`config.mk`:
```
export PLATFORM = sky130hd
export DESIGN_NAME = multicycle_control
export DESIGN_NICKNAME = d
export VERILOG_FILES = /design/src/rtl/legv8_pkg.sv /design/src/rtl/opcode_class.sv /design/src/rtl/multicycle_control.sv
export SDC_FILE = /design/constraint.sdc
export NUM_CORES = 1
export LEC_CHECK = 0
export ABC_CLOCK_PERIOD_IN_PS = 2300
export CAP_MARGIN = 20
export CORE_ASPECT_RATIO = 0.9
export CORE_MARGIN = 2
export CORE_UTILIZATION = 38
export DETAILED_ROUTE_END_ITERATION = 8
export GPL_TIMING_DRIVEN = 1
export MAX_ROUTING_LAYER = met4
export PLACE_DENSITY = 0.74
export SLEW_MARGIN = 25
export SYNTH_ARGS = -nofsm -noshare
export SYNTH_HDL_FRONTEND = slang
export SYNTH_SLANG_ARGS = --single-unit
export TNS_END_PERCENT = 10
```
`constraint.sdc`:
```
create_clock -name CLK -period 2.3 [get_ports CLK]
set_clock_uncertainty 0.15 [all_clocks]
set_input_delay 0.46 -clock CLK [delete_from_list [all_inputs] [get_ports CLK]]
set_output_delay 0.46 -clock CLK [all_outputs]
set_load 0.01 [all_outputs]
```
`src/rtl/legv8_pkg.sv`:
```
// Shared LEGv8 encodings: opcode patterns, instruction classes, ALUop codes
// and the multi-cycle control state numbering.
package legv8_pkg;

  typedef enum logic [3:0] {
    ST_FETCH  = 4'd0,
    ST_DECODE = 4'd1,
    ST_EXEC_R = 4'd2,
    ST_WB_R   = 4'd3,
    ST_ADDR   = 4'd4,
    ST_MEM_RD = 4'd5,
    ST_WB_MEM = 4'd6,
    ST_MEM_WR = 4'd7,
    ST_CBZ_BR = 4'd8,
    ST_B_BR   = 4'd9,
    ST_HALT   = 4'd15
  } state_t;

  typedef enum logic [2:0] {
    CLS_R       = 3'd0,
    CLS_ORRI    = 3'd1,
    CLS_LSL     = 3'd2,
    CLS_LDUR    = 3'd3,
    CLS_STUR    = 3'd4,
    CLS_CBZ     = 3'd5,
    CLS_B       = 3'd6,
    CLS_ILLEGAL = 3'd7
  } op_class_t;

  localparam logic [1:0] ALUOP_ADD   = 2'b00;
  localparam logic [1:0] ALUOP_PASSB = 2'b01;
  localparam logic [1:0] ALUOP_RTYPE = 2'b10;

  localparam logic [10:0] OP_ADD  = 11'b10001011000;
  localparam logic [10:0] OP_SUB  = 11'b11001011000;
  localparam logic [10:0] OP_AND  = 11'b10001010000;
  localparam logic [10:0] OP_ORR  = 11'b10101010000;
  localparam logic [10:0] OP_LSL  = 11'b11010011011;
  localparam logic [10:0] OP_LDUR = 11'b11111000010;
  localparam logic [10:0] OP_STUR = 11'b11111000000;

  // Families that carry immediate/offset bits inside the opcode field.
  localparam logic [10:0] OP_ORRI   = 11'b10110010000;
  localparam logic [10:0] MASK_ORRI = 11'b11111111110;
  localparam logic [10:0] OP_CBZ    = 11'b10110100000;
  localparam logic [10:0] MASK_CBZ  = 11'b11111111000;
  localparam logic [10:0] OP_B      = 11'b00010100000;
  localparam logic [10:0] MASK_B    = 11'b11111100000;

  function automatic logic op_match(input logic [10:0] op,
                                    input logic [10:0] pattern,
                                    input logic [10:0] mask);
    return (op & mask) == pattern;
  endfunction

endpackage

```
`src/rtl/opcode_class.sv`:
```
// Combinational decode of the 11-bit LEGv8 opcode field into an instruction
// class; shared by the multi-cycle FSM and the pipeline decoder.
module opcode_class
  import legv8_pkg::*;
(
  input  logic [10:0] opcode,
  output logic [2:0]  op_class
);

  always_comb begin
    op_class = CLS_ILLEGAL;
    if (opcode == OP_ADD || opcode == OP_SUB ||
        opcode == OP_AND || opcode == OP_ORR)
      op_class = CLS_R;
    else if (op_match(opcode, OP_ORRI, MASK_ORRI))
      op_class = CLS_ORRI;
    else if (opcode == OP_LSL)
      op_class = CLS_LSL;
    else if (opcode == OP_LDUR)
      op_class = CLS_LDUR;
    else if (opcode == OP_STUR)
      op_class = CLS_STUR;
    else if (op_match(opcode, OP_CBZ, MASK_CBZ))
      op_class = CLS_CBZ;
    else if (op_match(opcode, OP_B, MASK_B))
      op_class = CLS_B;
  end

endmodule

```
`src/rtl/multicycle_control.sv`:
```
// Multi-cycle LEGv8 main control FSM: sequences fetch/decode/execute/memory/
// write-back and drives datapath strobes, with a shared MemReady wait handshake.
module multicycle_control
  import legv8_pkg::*;
(
  input  logic        CLK,
  input  logic        ResetL,
  input  logic [10:0] Opcode,
  input  logic        Zero,
  input  logic        MemReady,
  output logic [1:0]  ALUop,
  output logic        ALUSrc,
  output logic        Reg2Loc,
  output logic        MemtoReg,
  output logic        RegWrite,
  output logic        MemRead,
  output logic        MemWrite,
  output logic        InstrRead,
  output logic        IRWrite,
  output logic        PCWrite,
  output logic        PCSrc,
  output logic        IllegalOp,
  output logic [3:0]  State
);

  state_t     state_q, state_d;
  logic [2:0] cls_bits;
  op_class_t  cls;
  logic       imm_op, is_store;

  logic [1:0] alu_op;
  logic       alu_src, reg2loc, mem_to_reg, reg_write, mem_read, mem_write;
  logic       instr_read, ir_write, pc_write, pc_src, illegal_op;

  opcode_class u_opcode_class (
    .opcode   (Opcode),
    .op_class (cls_bits)
  );

  assign cls      = op_class_t'(cls_bits);
  assign imm_op   = (cls == CLS_ORRI) || (cls == CLS_LSL);
  assign is_store = (cls == CLS_STUR);

  always_ff @(posedge CLK or negedge ResetL) begin
    if (!ResetL) state_q <= ST_FETCH;
    else         state_q <= state_d;
  end

  always_comb begin
    state_d    = state_q;
    alu_op     = ALUOP_ADD;
    alu_src    = 1'b0;
    reg2loc    = 1'b0;
    mem_to_reg = 1'b0;
    reg_write  = 1'b0;
    mem_read   = 1'b0;
    mem_write  = 1'b0;
    instr_read = 1'b0;
    ir_write   = 1'b0;
    pc_write   = 1'b0;
    pc_src     = 1'b0;
    illegal_op = 1'b0;
    case (state_q)
      ST_FETCH: begin
        instr_read = 1'b1;
        if (MemReady) begin
          ir_write = 1'b1;
          pc_write = 1'b1;
          state_d  = ST_DECODE;
        end
      end
      ST_DECODE: begin
        case (cls)
          CLS_R, CLS_ORRI, CLS_LSL: state_d = ST_EXEC_R;
          CLS_LDUR, CLS_STUR:       state_d = ST_ADDR;
          CLS_CBZ:                  state_d = ST_CBZ_BR;
          CLS_B:                    state_d = ST_B_BR;
          default:                  state_d = ST_HALT;
        endcase
      end
      ST_EXEC_R: begin
        alu_op  = ALUOP_RTYPE;
        alu_src = imm_op;
        state_d = ST_WB_R;
      end
      ST_WB_R: begin
        alu_op    = ALUOP_RTYPE;
        alu_src   = imm_op;
        reg_write = 1'b1;
        state_d   = ST_FETCH;
      end
      ST_ADDR: begin
        alu_src = 1'b1;
        reg2loc = is_store;
        state_d = is_store ? ST_MEM_WR : ST_MEM_RD;
      end
      ST_MEM_RD: begin
        alu_src  = 1'b1;
        mem_read = 1'b1;
        if (MemReady) state_d = ST_WB_MEM;
      end
      ST_WB_MEM: begin
        reg_write  = 1'b1;
        mem_to_reg = 1'b1;
        state_d    = ST_FETCH;
      end
      ST_MEM_WR: begin
        alu_src   = 1'b1;
        reg2loc   = 1'b1;
        mem_write = 1'b1;
        if (MemReady) state_d = ST_FETCH;
      end
      // Zero feeds PCWrite directly; the PC only samples it at the edge.
      ST_CBZ_BR: begin
        alu_op   = ALUOP_PASSB;
        reg2loc  = 1'b1;
        pc_src   = 1'b1;
        pc_write = Zero;
        state_d  = ST_FETCH;
      end
      ST_B_BR: begin
        pc_src   = 1'b1;
        pc_write = 1'b1;
        state_d  = ST_FETCH;
      end
      ST_HALT: begin
        illegal_op = 1'b1;
      end
      default: state_d = ST_FETCH;
    endcase
  end

  // Gating with ResetL kills every strobe the moment reset falls.
  assign ALUop     = ResetL ? alu_op : 2'b00;
  assign ALUSrc    = ResetL & alu_src;
  assign Reg2Loc   = ResetL & reg2loc;
  assign MemtoReg  = ResetL & mem_to_reg;
  assign RegWrite  = ResetL & reg_write;
  assign MemRead   = ResetL & mem_read;
  assign MemWrite  = ResetL & mem_write;
  assign InstrRead = ResetL & instr_read;
  assign IRWrite   = ResetL & ir_write;
  assign PCWrite   = ResetL & pc_write;
  assign PCSrc     = ResetL & pc_src;
  assign IllegalOp = ResetL & illegal_op;
  assign State     = state_q;

endmodule

```
==> metrics.md, run 1 <==
| Metric | Value |
|---|---|
| Setup WS post-layout | -0.201 ns |
| Wire length of the first global-routing pass | 3790 microns |
| Critical path launch point type | input pin |
| Area growth from synthesis to layout | 86.1% |
| Crit-path max cell delay | 0.35 ns |
| Core footprint | 1700 sq um |
| Setup TNS | -0.384 ns |
| Violated checks | setup timing |
| Post-synthesis instance total | 97 |
| Met1 Use GR | 0.220 |
| Worst setup slack for register-to-register paths | 0.38 ns |
| Worst-path clk slew | 0.04 ns |
| Pin count of the biggest net entering global routing | 14 |
| Outcome | finished with violations |
| Die Y | 44.8 microns |
| Port Buffers | 31 |
| Critical setup path kind | in2out |
| Met2 Usage GRT | 0.473 |
| Data arrival time of the critical path | 1.89 ns |
| Per-instance average area after synthesis | 7.24 sq um |
| Number of register bits inferred by synthesis | 4 |
| Via count of the first global-routing pass | 927 |
| FF-to-FF path depth | 6 |
| R2R Path Start | State[0]$_DFFE_PN0P_ |
| Worst vdd rail ir drop | 0.000418 V |
| First-pass detailed-route iteration total | 4 |
| Yosys cell types | 40 |
| Initial detailed-routing violation count | 12 |
| Setup Slack @ Placement | -0.784 ns |
| Max-cap viol count | 0 |
| Die area | 2210 sq um |
| Cell count along the critical path | 7 |
| Net count of the mapped netlist | 112 |
| Drt total wl | 2230 microns |
| Number of synthesis warnings | 0 |
| Worst R2R End | State[3]$_DFFE_PN0P_ |
| CTS tree | built |
| Total leakage power | 0.606 nW |
| Final estimated routing congestion in global placement | 0.844 |
| Antenna violations before repair | 0 |
| Global route hottest layer | met2 |
| Max FFs per register | 4 |
| Share of final-layout standard cells stronger than drive strength 1 | 0.356 |
| Number of antenna repair diodes | 0 |
| Routed vias | 952 |
| Finish-stage setup viols | 2 |
| Starting utilization of the core area | 0.413 |
| Most common library cell in the layout ignoring fill and taps | buf_4 |
| Type of the most critical hold path | in2async |
| Fmax | 400 MHz |
| # H-tree levels | 1 |
| Seq/Total Area, Yosys | 0.143 |
| Final ANT Viol Nets | 0 |
| Die outline width | 49.3 microns |
| Crit-path cells | clkdlybuf4s15_1 -> nor4b_4 -> nand4_2 -> o21a_1 -> o32ai_1 -> and2_1 -> buf_2 |
| Min cycle time layout | 2.50 ns |
| Cell area after placement | 1250 sq um |
| Slew headroom | 0.778 |
| Crit path max-delay family | simple AND/OR/NAND/NOR gates |
| Final layout net count | 177 |
| Required time at the worst-slack endpoint | 1.69 ns |
| Final Instance Area | 1310 sq um |
| Num Clock Sinks | 4 |
| Synthesized cell area | 702 sq um |
| Max-slew violations | 0 |
| Crit-path max FO | 2 |
| Hold-fix buffer count after cts | 0 |
| Detailed Place HPWL | 1840 microns |
| Buffer type at the clock tree root | clkbuf_4 |
| Unrepaired setup endpoints after global routing | yes |
| IO Pins | 32 |
| Floorplan row count | 14 |
| Type of destination of the critical path | output pin |
| Post-route fraction of the period consumed by the critical path | 1.09 |
| Power density over the cells | 769 nW/um^2 |
| Final count of hold timing violations | 0 |
| Mean number of vias per cell | 5.17 |
| Total buffers and inverters traversed by the critical path | 2 |
| Cell with the biggest individual delay on the critical path | nor4b_4 |
| Actual slew at the worst max-slew pin | 0.332 ns |
| M3 GR Usage | 0.0232 |
| Deepest clock path buffer count | 2 |
| Number of buffers created by CTS | 3 |
| Most frequent cells in the layout | 34 x buf_4, 11 x dlygate4sd2_1, 10 x clkdlybuf4s50_1 |
| Global-route usage over all layers | 0.228 |
| Routed length per placed instance | 12.1 microns |
| Total power after layout | 0.00100 W |
| Final routed DRC violation total | 0 |
| Sum of overflow across all layers after global routing | 0 |
| Clock insertion delay at the later pin of the skew report | 0.24 ns |
## worst max-delay path by stage
| stage | startpoint | to | slack, ns |
|---|---|---|---|
| 3_3_place_gp | Opcode[5] | Reg2Loc | -0.76 |
| 3_5_place_dp | Opcode[5] | Reg2Loc | -0.78 |
| 2_1_floorplan | Opcode[5] | Reg2Loc | 0.16 |
| 6_report | Opcode[0] | Reg2Loc | -0.20 |
| 4_1_cts | ResetL | MemRead | -0.24 |
| 5_1_grt | Opcode[2] | Reg2Loc | -0.28 |
## synth_stat cells, drive strengths merged
master	number	area, sq um
nand4	3	25.0
nor3	6	30.0
o21ai	4	20.0
nand4bb	1	11.3
o32ai	1	8.76
nor3b	4	35.0
nand2b	5	31.3
nor4b	3	53.8
or3b	1	8.76
clkbuf	5	18.8
nand3b	2	15.0
nand3	6	30.0
dfrtp	4	100
and3	1	6.26
a21oi	3	18.8
xor2	1	8.76
o31a	1	8.76
nor2	9	33.8
nand4b	1	8.76
nor2b	7	43.8
or3	2	12.5
and2	2	12.5
nand2	9	33.8
o221ai	2	23.8
o21bai	1	7.51
a32oi	2	17.5
inv	2	7.51
buf	1	5.00
o22ai	1	6.26
xnor2	1	8.76
mux2i	2	20.0
o21a	1	7.51
a21boi	1	7.51
o211ai	1	7.51
a211oi	1	7.51
## per-layer routing
layer | part of all wire | routed length [microns]
met3 | 0.048 | 107
met5 | 0 | 0
met2 | 0.55 | 1220
met1 | 0.38 | 853
met4 | 0.021 | 46
## repair_timing
item,CTS,global route
endpoints found under the setup margin,15,10
pin swaps,7,1
buffers inserted,3,1
resized for setup,38,12
## stage by stage
stage	hold WS (ns)	util	cells
after global placement	0.496	0.736	177
after global routing	0.384	0.769	184
after CTS	0.386	0.764	183
final	0.391	0.769	184
after floorplan	0.0144	-	97
after detailed placement	0.511	0.736	177
## kinds of logic (layout without fill, tap and decap cells)
logic type | Yosys count | after routing | share of synthesized area
compound gates | 19 | 19 | 0.201
flops | 4 | 4 | 0.143
buf+inv | 8 | 71 | 0.0446
simple gates | 62 | 62 | 0.558
xor+xnor | 2 | 2 | 0.0250
mux | 2 | 2 | 0.0285
## power by group
| group | switching [W] | internal [W] | leakage [nW] |
|---|---|---|---|
| Sequential | 0.0000574 | 0.000107 | 0.0496 |
| Combinational | 0.000360 | 0.000392 | 0.543 |
| Clock | 0.0000300 | 0.0000584 | 0.0138 |
## final cells by class
cell class,instances,area (sq um)
clock buffer,3,22.5
timing repair buffer,66,541
multi-input combinational,85,606
tap,24,30.0
inverter,2,7.51
fill,142,393
sequential,4,100
No activity file was read; power rests on OpenSTA's default activity.
==> run 2: changes to the inputs <==
- CORE_UTILIZATION: 38 -> 41
- PLACE_DENSITY: 0.74 -> 0.79
==> metrics.md, run 2 (synthesis results as in run 1) <==
| Metric | Value |
|---|---|
| Number of buffers created by CTS | 3 |
| Fmax | 428 MHz |
| Initial detailed-routing violation count | 14 |
| Final ANT Viol Nets | 0 |
| Footprint of the flip-flops and latches | 100 sq um |
| Worst vdd rail ir drop | 0.000491 V |
| Total power after layout | 0.00103 W |
| Critical path launch point type | input pin |
| Most common library cell in the layout ignoring fill and taps | buf_4 |
| Num Clock Sinks | 4 |
| CTS tree | built |
| Type of the most critical hold path | in2async |
| Filler cell count in the final layout | 134 |
| Pin count of the biggest net entering global routing | 14 |
| Power density over the cells | 795 nW/um^2 |
| Routed vias | 1014 |
| Worst-path clk slew | 0.04 ns |
| Wire length of the first global-routing pass | 4000 microns |
| Area growth from synthesis to layout | 84.7% |
| Total area of multi-input combinational cells | 616 sq um |
| Detailed Place HPWL | 1900 microns |
| Finish-stage setup viols | 2 |
| Max-cap viol count | 0 |
| Clock insertion delay at the later pin of the skew report | 0.24 ns |
| Floorplan row count | 14 |
| Deepest clock path buffer count | 2 |
| Post-route fraction of the period consumed by the critical path | 1.02 |
| Core footprint | 1650 sq um |
| Global-route usage over all layers | 0.277 |
| Number of antenna repair diodes | 0 |
| Unrepaired setup endpoints after global routing | yes |
| Max-slew violations | 0 |
| Die area | 2060 sq um |
| Actual slew at the worst max-slew pin | 0.357 ns |
| Routed length per placed instance | 13.6 microns |
| FF-to-FF path depth | 6 |
| Antenna violations before repair | 0 |
| Required time at the worst-slack endpoint | 1.69 ns |
| # H-tree levels | 1 |
| Setup WS post-layout | -0.0390 ns |
| Worst R2R End | State[3]$_DFFE_PN0P_ |
| Final routed DRC violation total | 0 |
| Final layout net count | 176 |
| Buffer type at the clock tree root | clkbuf_4 |
| Violated checks | setup timing |
| Type of destination of the critical path | output pin |
| Min cycle time layout | 2.34 ns |
| Final count of hold timing violations | 0 |
| Drt total wl | 2500 microns |
| Worst hold slack | 0.481 ns |
| Worst setup slack for register-to-register paths | 0.36 ns |
| Die outline width | 47.6 microns |
| Starting utilization of the core area | 0.426 |
| Data arrival time of the critical path | 1.73 ns |
| R2R Path Start | State[0]$_DFFE_PN0P_ |
| Port Buffers | 31 |
| Crit-path max FO | 2 |
| Total leakage power | 0.648 nW |
| IO Pins | 32 |
| # placed instances | 176 |
| Number of standard cells in the layout, taps in and fillers out | 183 |
| Sum of overflow across all layers after global routing | 0 |
| Critical setup path kind | in2out |
| Via count of the first global-routing pass | 1002 |
| Hold-fix buffer count after cts | 0 |
| Slew headroom | 0.762 |
| Mean number of vias per cell | 5.54 |
| Max FFs per register | 4 |
| First-pass detailed-route iteration total | 4 |
| Die Y | 43.3 microns |
| Outcome | finished with violations |
| Final estimated routing congestion in global placement | 0.776 |
| Share of final-layout standard cells stronger than drive strength 1 | 0.371 |
| Most frequent cells in the layout | 34 x buf_4, 9 x nor2_1, 9 x nand2_1, 9 x dlygate4sd2_1 |
[run 2: cell count changes in the layout (fill, tap and decap cells not counted), moves of 2 or more]
cell	delta
clkbuf_2	+4
clkdlybuf4s15_1	-4
clkdlybuf4s50_1	-3
dlygate4sd2_1	-2
dlymetal6s2s_1	+4
[run 2: what timing repair did]
item,CTS,global route
pin swaps,5,6
buffers inserted,2,2
cloned,0,0
hold endpoints to repair,0,0
gates resized for setup,32,25
setup endpoints to repair,15,5
[run 2: critical path, cell delays in order]
cell	delay [ns]
dlygate4sd2_1	0.22
nor3b_4	0.25
nand4_4	0.13
o21a_1	0.21
o32ai_2	0.19
and2_1	0.15
buf_2	0.12
[run 2: stage by stage]
| step | setup slack (ns) | util | instance area [sq um] | TNS [ns] |
|---|---|---|---|---|
| after CTS | -0.198 | 0.774 | 1270 | -0.412 |
| after floorplan | 0.164 | - | 702 | 0 |
| after detailed placement | -0.760 | 0.755 | 1240 | -4.34 |
| after global routing | -0.153 | 0.787 | 1300 | -0.304 |
| after global placement | -0.753 | 0.755 | 1240 | -4.27 |
| final | -0.0390 | 0.787 | 1300 | -0.0586 |
[run 2: cell type report]
class                   count  share of cell area
repair buffers             65               0.402
well taps                  24              0.0232
clock buffers               3              0.0174
multi-input cells          85               0.475
inverters                   2             0.00579
flip-flops and latches      4              0.0772
[run 2: routing by layer]
metal | global-route usage | vias to the layer above | routed length, microns
met5 | - | - | 0
met4 | 0.124 | 0 | 98
met3 | 0.0638 | 10 | 147
met2 | 0.530 | 46 | 1380
met1 | 0.238 | 474 | 866
li1 | - | 484 | -
[run 2: worst max-delay path by stage]
stage	from	endpoint	slack [ns]	cells after the start
final	Opcode[8]	Reg2Loc	-0.04	7
after detailed placement	Opcode[6]	Reg2Loc	-0.76	7
after floorplan	Opcode[5]	Reg2Loc	0.16	5
after global routing	ResetL	ALUSrc	-0.15	7
after CTS	Opcode[10]	Reg2Loc	-0.20	7
after global placement	Opcode[5]	Reg2Loc	-0.75	7
[run 2: power breakdown]
group / switching [W] / internal, W
combinational: 0.000382 / 0.000390
sequential: 0.0000646 / 0.000107
clock: 0.0000292 / 0.0000584
total: 0.000476 / 0.000555
==> run 3: changes to the inputs <==
- ABC_AREA: unset -> 1
- CORE_UTILIZATION: 41 -> 42
==> metrics.md, run 3 <==
| Metric | Value |
|---|---|
| Leading post-synthesis cells by cell area | nand2_1 19%, nor2_1 14%, inv_1 13%, dfrtp_1 13%, nor3_1 11% |
| Filler cell count in the final layout | 116 |
| Worst vdd rail ir drop | 0.000841 V |
| Routed length per placed instance | 13.7 microns |
| Slew headroom | 0.803 |
| Number of buffers created by CTS | 3 |
| Global-route usage over all layers | 0.287 |
| Most frequent cells in the layout | 36 x nand2_1, 26 x buf_4, 21 x inv_1, 21 x nor2_1, 12 x clkbuf_2 |
| Sum of overflow across all layers after global routing | 0 |
| Initial detailed-routing violation count | 89 |
| Violated checks | setup timing |
| Number of antenna repair diodes | 0 |
| Final routed DRC violation total | 0 |
| Final estimated routing congestion in global placement | 0.969 |
| Most instantiated cells after synthesis | 40 x nand2_1, 29 x nor2_1, 27 x inv_1 |
| Port Buffers | 31 |
| Actual slew at the worst max-slew pin | 0.293 ns |
| # H-tree levels | 1 |
| Deepest clock path buffer count | 2 |
| Area growth from synthesis to layout | 79.8% |
| Seq/Total Area, Yosys | 0.129 |
| First-pass detailed-route iteration total | 5 |
| Crit-path max cell delay | 0.22 ns |
| Unrepaired setup endpoints after global routing | yes |
| Antenna violations before repair | 0 |
| Cell-internal power | 0.000481 W |
| Critical path launch point type | input pin |
| Post-route fraction of the period consumed by the critical path | 1.03 |
| Drt total wl | 3270 microns |
| Number of synthesis warnings | 0 |
| Max FFs per register | 4 |
| Worst-path clk slew | 0.04 ns |
| Yosys cell types | 23 |
| Net count of the mapped netlist | 170 |
| Share of total power in combinational logic | 0.775 |
| Post-synth top area share | 0.194 |
| Fraction of power spent switching nets | 0.518 |
| Total power after layout | 0.000998 W |
| Core footprint | 1700 sq um |
| IO Pins | 32 |
| Outcome | finished with violations |
| Most common library cell in the layout ignoring fill and taps | nand2_1 |
| Die outline width | 49.3 microns |
| Data arrival time of the critical path | 1.75 ns |
| Crit-path max FO | 4 |
| Critical setup path kind | in2out |
| Per-instance average area after synthesis | 5.00 sq um |
| Detailed Place HPWL | 2190 microns |
| Crit-path cells | dlymetal6s2s_1 -> buf_6 -> nand2_4 -> nor2_4 -> nand3_2 -> nand2_1 -> nor2_1 -> nand2_1 -> nand4_1 -> o31ai_2 -> buf_2 |
| Starting utilization of the core area | 0.457 |
| Die Y | 44.8 microns |
| Final count of hold timing violations | 0 |
| Share of total power in sequential cells | 0.141 |
| Die area | 2210 sq um |
| Pin count of the biggest net entering global routing | 13 |
| Num Clock Sinks | 4 |
| Share of final-layout standard cells stronger than drive strength 1 | 0.379 |
| Switching power summed over all nets | 0.000517 W |
| Cell with the biggest individual delay on the critical path | nor2_1 |
| Clock insertion delay at the later pin of the skew report | 0.23 ns |
| Type of destination of the critical path | output pin |
| Library cell with the largest summed area after synthesis | nand2_1 |
| Most used cell along the critical path | nand2_1 |
| Setup WS post-layout | -0.0604 ns |
| Floorplan row count | 14 |
| Finish-stage setup viols | 1 |
| Synthesized cell area | 776 sq um |
| Crit path max-delay family | simple AND/OR/NAND/NOR gates |
| Fraction of registers with async set or reset after synthesis | 1.00 |
| Worst hold slack | 0.412 ns |
| Top_reg_cell synth | dfrtp_1 |
| Final ANT Viol Nets | 0 |
| Final layout net count | 231 |
| Hold-fix buffer count after cts | 0 |
| Required time at the worst-slack endpoint | 1.69 ns |
| Clock network fraction of total power | 0.084 |
| Post-synthesis instance total | 155 |
| Total leakage power | 0.765 nW |
| Wire length of the first global-routing pass | 4880 microns |
| Mean number of vias per cell | 5.40 |
| Total buffers and inverters traversed by the critical path | 3 |
| Number of register bits inferred by synthesis | 4 |
| Min cycle time layout | 2.36 ns |
| Fmax | 424 MHz |
| Routed vias | 1285 |
| Buffer type at the clock tree root | clkbuf_4 |
| Via count of the first global-routing pass | 1085 |
| Power density over the cells | 715 nW/um^2 |
| Most instantiated library cell after synthesis | nand2_1 |
| Max-slew violations | 0 |
| Type of the most critical hold path | in2async |
| Number of enable-type register cells in the synthesized netlist | 0 |
| Max-cap viol count | 0 |
| CTS tree | built |
[run 3: power by group through the flow]
stage                     clock network, W  registers (W)  logic, W
after floorplan                          0       0.000150  0.000382
after global placement                   0       0.000140  0.000720
after detailed placement                 0       0.000140  0.000742
after CTS                        0.0000850       0.000139  0.000722
after global routing             0.0000910       0.000145  0.000840
final                            0.0000840       0.000141  0.000773
[run 3: kinds of logic after synthesis]
group / count (synthesis) / synth area share
buffers and inverters: 30 / 0.156
AO/OA/AOI/OAI: 13 / 0.0968
AND/OR/NAND/NOR: 108 / 0.618
flip-flops: 4 / 0.129
[run 3: what timing repair did]
item,4_1_cts,5_1_grt
endpoints found under the setup margin,13,9
resized for setup,43,53
buffers inserted,1,4
pin swaps,4,13
hold endpoints to repair,0,0
[run 3: path summary, 6_finish.rpt]
kind / from / end / slack, ns / depth (start not counted)
worst max-delay path: Opcode[10] / ALUSrc / -0.06 / 11
worst min-delay path: ResetL / State[2]$_DFFE_PN0P_ / 0.41 / 2
worst max register to register: State[2]$_DFFE_PN0P_ / State[1]$_DFFE_PN0P_ / 0.62 / 10
worst min register to register: State[0]$_DFFE_PN0P_ / State[2]$_DFFE_PN0P_ / 0.53 / 3
max in group asynchronous: ResetL / State[1]$_DFFE_PN0P_ / 1.49 / 2
min in group CLK: State[0]$_DFFE_PN0P_ / State[2]$_DFFE_PN0P_ / 0.53 / 3
[run 3: final cells by class]
cell class                      instances  area (sq um)  share of cell area
Multi-Input combinational cell        121           678               0.486
Timing Repair Buffer                   59           463               0.332
Inverter                               27           101              0.0726
Sequential cell                         4           100              0.0717
Tap cell                               24          30.0              0.0215
Clock buffer                            3          22.5              0.0161
[run 3: routing by layer]
layer | wire length, microns | part of all wire | vias up | track usage
met5 | 0 | 0 | - | -
met4 | 36 | 0.011 | 0 | 0.0629
met3 | 308 | 0.094 | 10 | 0.0397
met2 | 1550 | 0.47 | 76 | 0.438
met1 | 1380 | 0.42 | 588 | 0.405
li1 | - | - | 611 | -
[run 3: through the flow]
step	setup WS (ns)	instance area, sq um	util	instances	setup TNS (ns)
6_report	-0.0604	1400	0.821	238	-0.0604
5_1_grt	-0.110	1400	0.821	238	-0.157
4_1_cts	-0.263	1320	0.777	234	-0.417
3_5_place_dp	-0.784	1270	0.747	230	-4.06
3_3_place_gp	-0.695	1270	0.747	230	-3.85
2_1_floorplan	0.385	776	-	155	0
